`src/rtl/multicycle_ctrl.sv`:
```
// Multi-cycle FETCH/DECODE/EXEC/MEM/WB sequencer for an RV32I core sharing one memory port.
// Every datapath control is decoded combinationally from the current state and the IR fields.
module multicycle_ctrl #(
  parameter int CNT_W = 32
) (
  input  logic             clk,
  input  logic             rst,
  input  logic [6:0]       opcode,
  input  logic [2:0]       funct3,
  input  logic             branch_taken,
  input  logic             mem_ready,
  output logic             mem_req,
  output logic             mem_we,
  output logic             mem_addr_sel,
  output logic             ir_we,
  output logic             pc_we,
  output logic [1:0]       pc_sel,
  output logic [1:0]       alu_a_sel,
  output logic             alu_b_sel,
  output logic             reg_we,
  output logic [1:0]       wb_sel,
  output logic [2:0]       state,
  output logic             trap,
  output logic [CNT_W-1:0] instret
);

  localparam logic [6:0] OP_LUI    = 7'b0110111;
  localparam logic [6:0] OP_AUIPC  = 7'b0010111;
  localparam logic [6:0] OP_JAL    = 7'b1101111;
  localparam logic [6:0] OP_JALR   = 7'b1100111;
  localparam logic [6:0] OP_BRANCH = 7'b1100011;
  localparam logic [6:0] OP_LOAD   = 7'b0000011;
  localparam logic [6:0] OP_STORE  = 7'b0100011;
  localparam logic [6:0] OP_OPIMM  = 7'b0010011;
  localparam logic [6:0] OP_OP     = 7'b0110011;
  localparam logic [6:0] OP_SYSTEM = 7'b1110011;

  localparam logic [CNT_W-1:0] CNT_ONE = CNT_W'(1);

  typedef enum logic [2:0] {
    S_RESET  = 3'd0,
    S_FETCH  = 3'd1,
    S_DECODE = 3'd2,
    S_EXEC   = 3'd3,
    S_MEM    = 3'd4,
    S_WB     = 3'd5,
    S_HALT   = 3'd6,
    S_TRAP   = 3'd7
  } state_t;

  state_t           r_state;
  state_t           w_next;
  logic [CNT_W-1:0] r_instret;

  logic       w_is_lui, w_is_auipc, w_is_jal, w_is_jalr, w_is_branch;
  logic       w_is_load, w_is_store, w_is_op, w_is_system;
  logic       w_legal;
  logic [1:0] w_alu_a;
  logic       w_alu_b;

  assign w_is_lui    = (opcode == OP_LUI);
  assign w_is_auipc  = (opcode == OP_AUIPC);
  assign w_is_jal    = (opcode == OP_JAL);
  assign w_is_jalr   = (opcode == OP_JALR);
  assign w_is_branch = (opcode == OP_BRANCH);
  assign w_is_load   = (opcode == OP_LOAD);
  assign w_is_store  = (opcode == OP_STORE);
  assign w_is_op     = (opcode == OP_OP);
  assign w_is_system = (opcode == OP_SYSTEM);

  // Operand selects are a pure function of the opcode so they hold steady across EXEC, MEM and WB.
  assign w_alu_a = (w_is_auipc || w_is_jal || w_is_branch) ? 2'd1 :
                   w_is_lui ? 2'd2 : 2'd0;
  assign w_alu_b = !(w_is_op || w_is_branch);

  always_comb begin
    w_legal = 1'b0;
    case (opcode)
      OP_LUI, OP_AUIPC, OP_JAL, OP_OPIMM, OP_OP, OP_SYSTEM: w_legal = 1'b1;
      OP_JALR:   w_legal = (funct3 == 3'b000);
      OP_BRANCH: w_legal = (funct3 != 3'b010) && (funct3 != 3'b011);
      OP_LOAD:   w_legal = (funct3 != 3'b011) && (funct3[2:1] != 2'b11);
      OP_STORE:  w_legal = (funct3 < 3'b011);
      default:   w_legal = 1'b0;
    endcase
  end

  always_comb begin
    w_next       = r_state;
    mem_req      = 1'b0;
    mem_we       = 1'b0;
    mem_addr_sel = 1'b0;
    ir_we        = 1'b0;
    pc_we        = 1'b0;
    pc_sel       = 2'd0;
    alu_a_sel    = 2'd0;
    alu_b_sel    = 1'b0;
    reg_we       = 1'b0;
    wb_sel       = 2'd0;
    trap         = 1'b0;
    case (r_state)
      S_RESET: w_next = S_FETCH;
      S_FETCH: begin
        mem_req = 1'b1;
        ir_we   = mem_ready;
        if (mem_ready) w_next = S_DECODE;
      end
      S_DECODE: begin
        if (!w_legal)         w_next = S_TRAP;
        else if (w_is_system) w_next = S_HALT;
        else                  w_next = S_EXEC;
      end
      S_EXEC: begin
        alu_a_sel = w_alu_a;
        alu_b_sel = w_alu_b;
        if (w_is_branch) begin
          pc_we  = 1'b1;
          pc_sel = branch_taken ? 2'd1 : 2'd0;
          w_next = S_FETCH;
        end else if (w_is_load || w_is_store) begin
          w_next = S_MEM;
        end else begin
          w_next = S_WB;
        end
      end
      S_MEM: begin
        mem_req      = 1'b1;
        mem_addr_sel = 1'b1;
        mem_we       = w_is_store;
        alu_a_sel    = w_alu_a;
        alu_b_sel    = w_alu_b;
        if (mem_ready) begin
          if (w_is_store) begin
            pc_we  = 1'b1;
            w_next = S_FETCH;
          end else begin
            w_next = S_WB;
          end
        end
      end
      S_WB: begin
        alu_a_sel = w_alu_a;
        alu_b_sel = w_alu_b;
        reg_we    = 1'b1;
        pc_we     = 1'b1;
        wb_sel    = w_is_load ? 2'd1 : (w_is_jal || w_is_jalr) ? 2'd2 : 2'd0;
        pc_sel    = w_is_jal ? 2'd1 : w_is_jalr ? 2'd2 : 2'd0;
        w_next    = S_FETCH;
      end
      S_HALT: w_next = S_HALT;
      S_TRAP: begin
        trap   = 1'b1;
        w_next = S_TRAP;
      end
      default: w_next = S_RESET;
    endcase
  end

  always_ff @(posedge clk or posedge rst) begin
    if (rst) r_state <= S_RESET;
    else     r_state <= w_next;
  end

  // The counter advances on the same edge as the single pc_we pulse of each retired instruction.
  always_ff @(posedge clk or posedge rst) begin
    if (rst)        r_instret <= '0;
    else if (pc_we) r_instret <= r_instret + CNT_ONE;
  end

  assign state   = r_state;
  assign instret = r_instret;

endmodule

```
`config.mk`:
```
export PLATFORM = sky130hd
export DESIGN_NAME = multicycle_ctrl
export DESIGN_NICKNAME = d
export VERILOG_FILES = /design/src/rtl/multicycle_ctrl.sv
export SDC_FILE = /design/constraint.sdc
export NUM_CORES = 1
export LEC_CHECK = 0
export CELL_PAD_IN_SITES_DETAIL_PLACEMENT = 1
export CELL_PAD_IN_SITES_GLOBAL_PLACEMENT = 1
export CORE_AREA = 8 8 84 86
export DETAILED_ROUTE_END_ITERATION = 12
export DIE_AREA = 0 0 92 94
export PLACE_DENSITY_LB_ADDON = 0.1
export SKIP_LAST_GASP = 1
export SLEW_MARGIN = 10
export SYNTH_ARGS = -nofsm -noshare
export SYNTH_HDL_FRONTEND = slang
export SYNTH_SLANG_ARGS = --single-unit
export TNS_END_PERCENT = 5
```
`constraint.sdc`:
```
create_clock -name clk -period 3.49 [get_ports clk]
set_input_delay 0.5235 -clock clk [delete_from_list [all_inputs] [get_ports clk]]
set_output_delay 0.5235 -clock clk [all_outputs]
set_load 0.02 [all_outputs]
```
==> flow_summary.ini <==
[clocking]
cts.sinks = 35
clkLatencyLatePin_ps = 290
htree_num_levels = 2
numCtsBuffers = 5
cts_tree = done
cts_root_buffer = clkbuf_8
ctsResizeCount = 0
post_cts_buffers = 0
hold_buffers = 0
cts.clk_slew.worst_paths_ps = 70
cts_max_path_buffers = 2

[synthesis]
synth-seq-cells = 35
ys_seq_area_frac = 0.414
synth_flop_cell = dfrtp_1
yosysMostFrequentCell = dfrtp_1
synth_cells = 223
yosys-top-cells-count = dfrtp_1, nor2_1, xnor2_1, nand2_1, nor3_1
synth.cell_area_mm2 = 0.00212
synth_area_leaders = dfrtp_1, xnor2_1, xor2_1
synth_edf_count = 0
synth_cell_type_count = 48
syn_nets = 238
syn_area_per_cell_um2 = 9.49
synthArstFlopShare = 1.00
synth.top_cell.area_share = 0.414
yosysTopAreaCell = dfrtp_1
ys_warn_count = 0

[worst_setup_path]
rrSetupSlack_ps = 1410
path_max_fanout = 8
startpoint_type = primary input
startpoint = opcode[4]
worstPathArrival_ps = 2700
cpPeakStageDelay_ps = 640
worstSetupEndpointType = output pin
worstSetupPathType = primary input to output pin
cp_slowest_cell = clkdlybuf4s50_1
reg2reg_depth = 6
crit_path_frequent_cell = clkdlybuf4s50_1
required_ps = 2970
crit_chain = clkdlybuf4s50_1, nand3b_1, nor2_1, a21oi_1, o22a_1, nor3_1, clkdlybuf4s50_1
r2r_end = instret[29]$_DFFE_PP0P_
r2r_start = state[1]$_DFFE_PP0P_

[route]
drt_iter0_drc = 80
totalWireLength_um = 6020
dr.pass1.iters = 4
drtAntennaViolNets = 0
avgRoutedWirePerCell_um = 16.5
vias_per_cell = 5.24
vias = 1909
drcViolationCount = 0

[cells_and_area]
n_antenna_cell = 0
finalNetCount = 303
fill_cells = 670
drive_gt1_frac = 0.0934
area_growth_pct = 37.6

[die]
die-height_um = 94
dieWidth_um = 92
initial_utilization = 0.368
row_count = 28
boundaryPins = 63
core_area_mm2 = 0.00575
die_area_mm2 = 0.00865

[min_path]
hold-path-endpoint = instret[31]$_DFFE_PP0P_
hold_class = flop to flop
min_from = instret[31]$_DFFE_PP0P_
hold_depth = 1

[sta]
skew_ps = 4.41
tightestPinTransition_ps = 610
rsz0062_at_grt = no
period_share = 0.922
max-slew-margin-rel = 0.588
setup_viol = 0
fmax_mhz = 311
tns_ps = 0
slew_violations = 0
hold_viol_final = 0
fin_crit_ps = 3220
final.setup.worst_slack_ps = 271

[placed_design]
dp_hpwl_um = 4550
gp_congestion = 0.835
dp_slack_ps = 273
io_buffers = 62

[power]
p_per_area_mw_per_mm2 = 509
p_leak_nw = 1.19
vdd_drop_max_mv = 0.245

[grt]
grt_use_total = 0.149
overflow = 0
grt_max_degree = 36
grt_pass1_vias = 2069
antenna_found_initial = 0
grt_pass1_wl_um = 10500

[run]
max-cap-violations = 0

[run_status]
outcome = finished, final reports clean
metrics by stage:
stage / hold slack [ps] / total power, mW / util / area [um2] / cells
final: 470 / 1.48 / 0.507 / 2910 / 364
after global routing: 491 / 1.59 / 0.507 / 2910 / 364
after detailed placement: 455 / 1.19 / 0.491 / 2820 / 356
after global placement: 466 / 1.18 / 0.491 / 2820 / 356
after CTS: 479 / 1.51 / 0.507 / 2910 / 364
after floorplan: 578 / 0.909 / - / 2120 / 223
worst max path at each step:
stage | endpoint | slack, ps | cells after the start
after CTS | alu_a_sel[0] | 270 | 7
after global placement | alu_a_sel[0] | 350 | 7
after floorplan | mem_we | 1100 | 5
after detailed placement | alu_a_sel[0] | 270 | 7
final | alu_a_sel[0] | 270 | 7
after global routing | alu_a_sel[0] | 90 | 7
where the power goes:
| group | leakage (nW) | total (mW) | switching, mW | internal [mW] |
|---|---|---|---|---|
| Clock | 0.0408 | 0.305 | 0.162 | 0.143 |
| Combinational | 0.711 | 0.611 | 0.333 | 0.278 |
| Sequential | 0.437 | 0.568 | 0.116 | 0.451 |
| Total | 1.19 | 1.48 | 0.612 | 0.872 |
registers in the layout (all words and copies together) (netlist names):
signal and count:
instret 32, state 3
cells by family (layout without fill, tap and decap cells):
group,count (synthesis),in the layout,synth area share
AND/OR/NAND/NOR,102,102,0.281
AO/OA/AOI/OAI,31,31,0.118
adder cells (fa/ha/maj),1,1,0.00591
buffers and inverters,21,87,0.0437
XOR/XNOR,32,32,0.132
flip-flops,35,35,0.414
multiplexers,1,1,0.00532
cells in the final DEF (no fill, tap or decap), types with 5 or more instances in the layout:
cell,Yosys,final
nand3_1,8,8
dfrtp_1,35,35
o21ai_0,9,9
nor3_1,15,15
a21oi_1,7,7
buf_4,0,5
nor4_1,5,5
nor2_1,21,21
nand2_1,17,17
nand4_1,8,8
xor2_1,14,14
xnor2_1,18,18
inv_1,12,12
clkbuf_8,0,5
and3_1,6,6
clkdlybuf4s50_1,0,62
metal layers:
layer | share of wire | track usage | vias to the layer above
met5 | 0 | 0 | -
met4 | 0.0088 | 0.0389 | 0
met3 | 0.064 | 0.0512 | 6
met2 | 0.46 | 0.239 | 44
met1 | 0.46 | 0.186 | 946
li1 | - | - | 913
cell type report:
type	count	area, um2	area share
clock buffers	5	68.8	0.0236
clock inverters	3	23.8	0.00816
inverters	12	45.0	0.0155
multi-input cells	167	1150	0.394
flip-flops and latches	35	876	0.301
well taps	75	93.8	0.0322
repair buffers	67	658	0.226
critical path, delay by kind of cell:
family | cells | cell delay [ps]
AND/OR/NAND/NOR | 3 | 800
buffers and inverters | 2 | 1140
AO/OA/AOI/OAI | 2 | 230
Note: power is estimated with default switching activity, not from simulation.
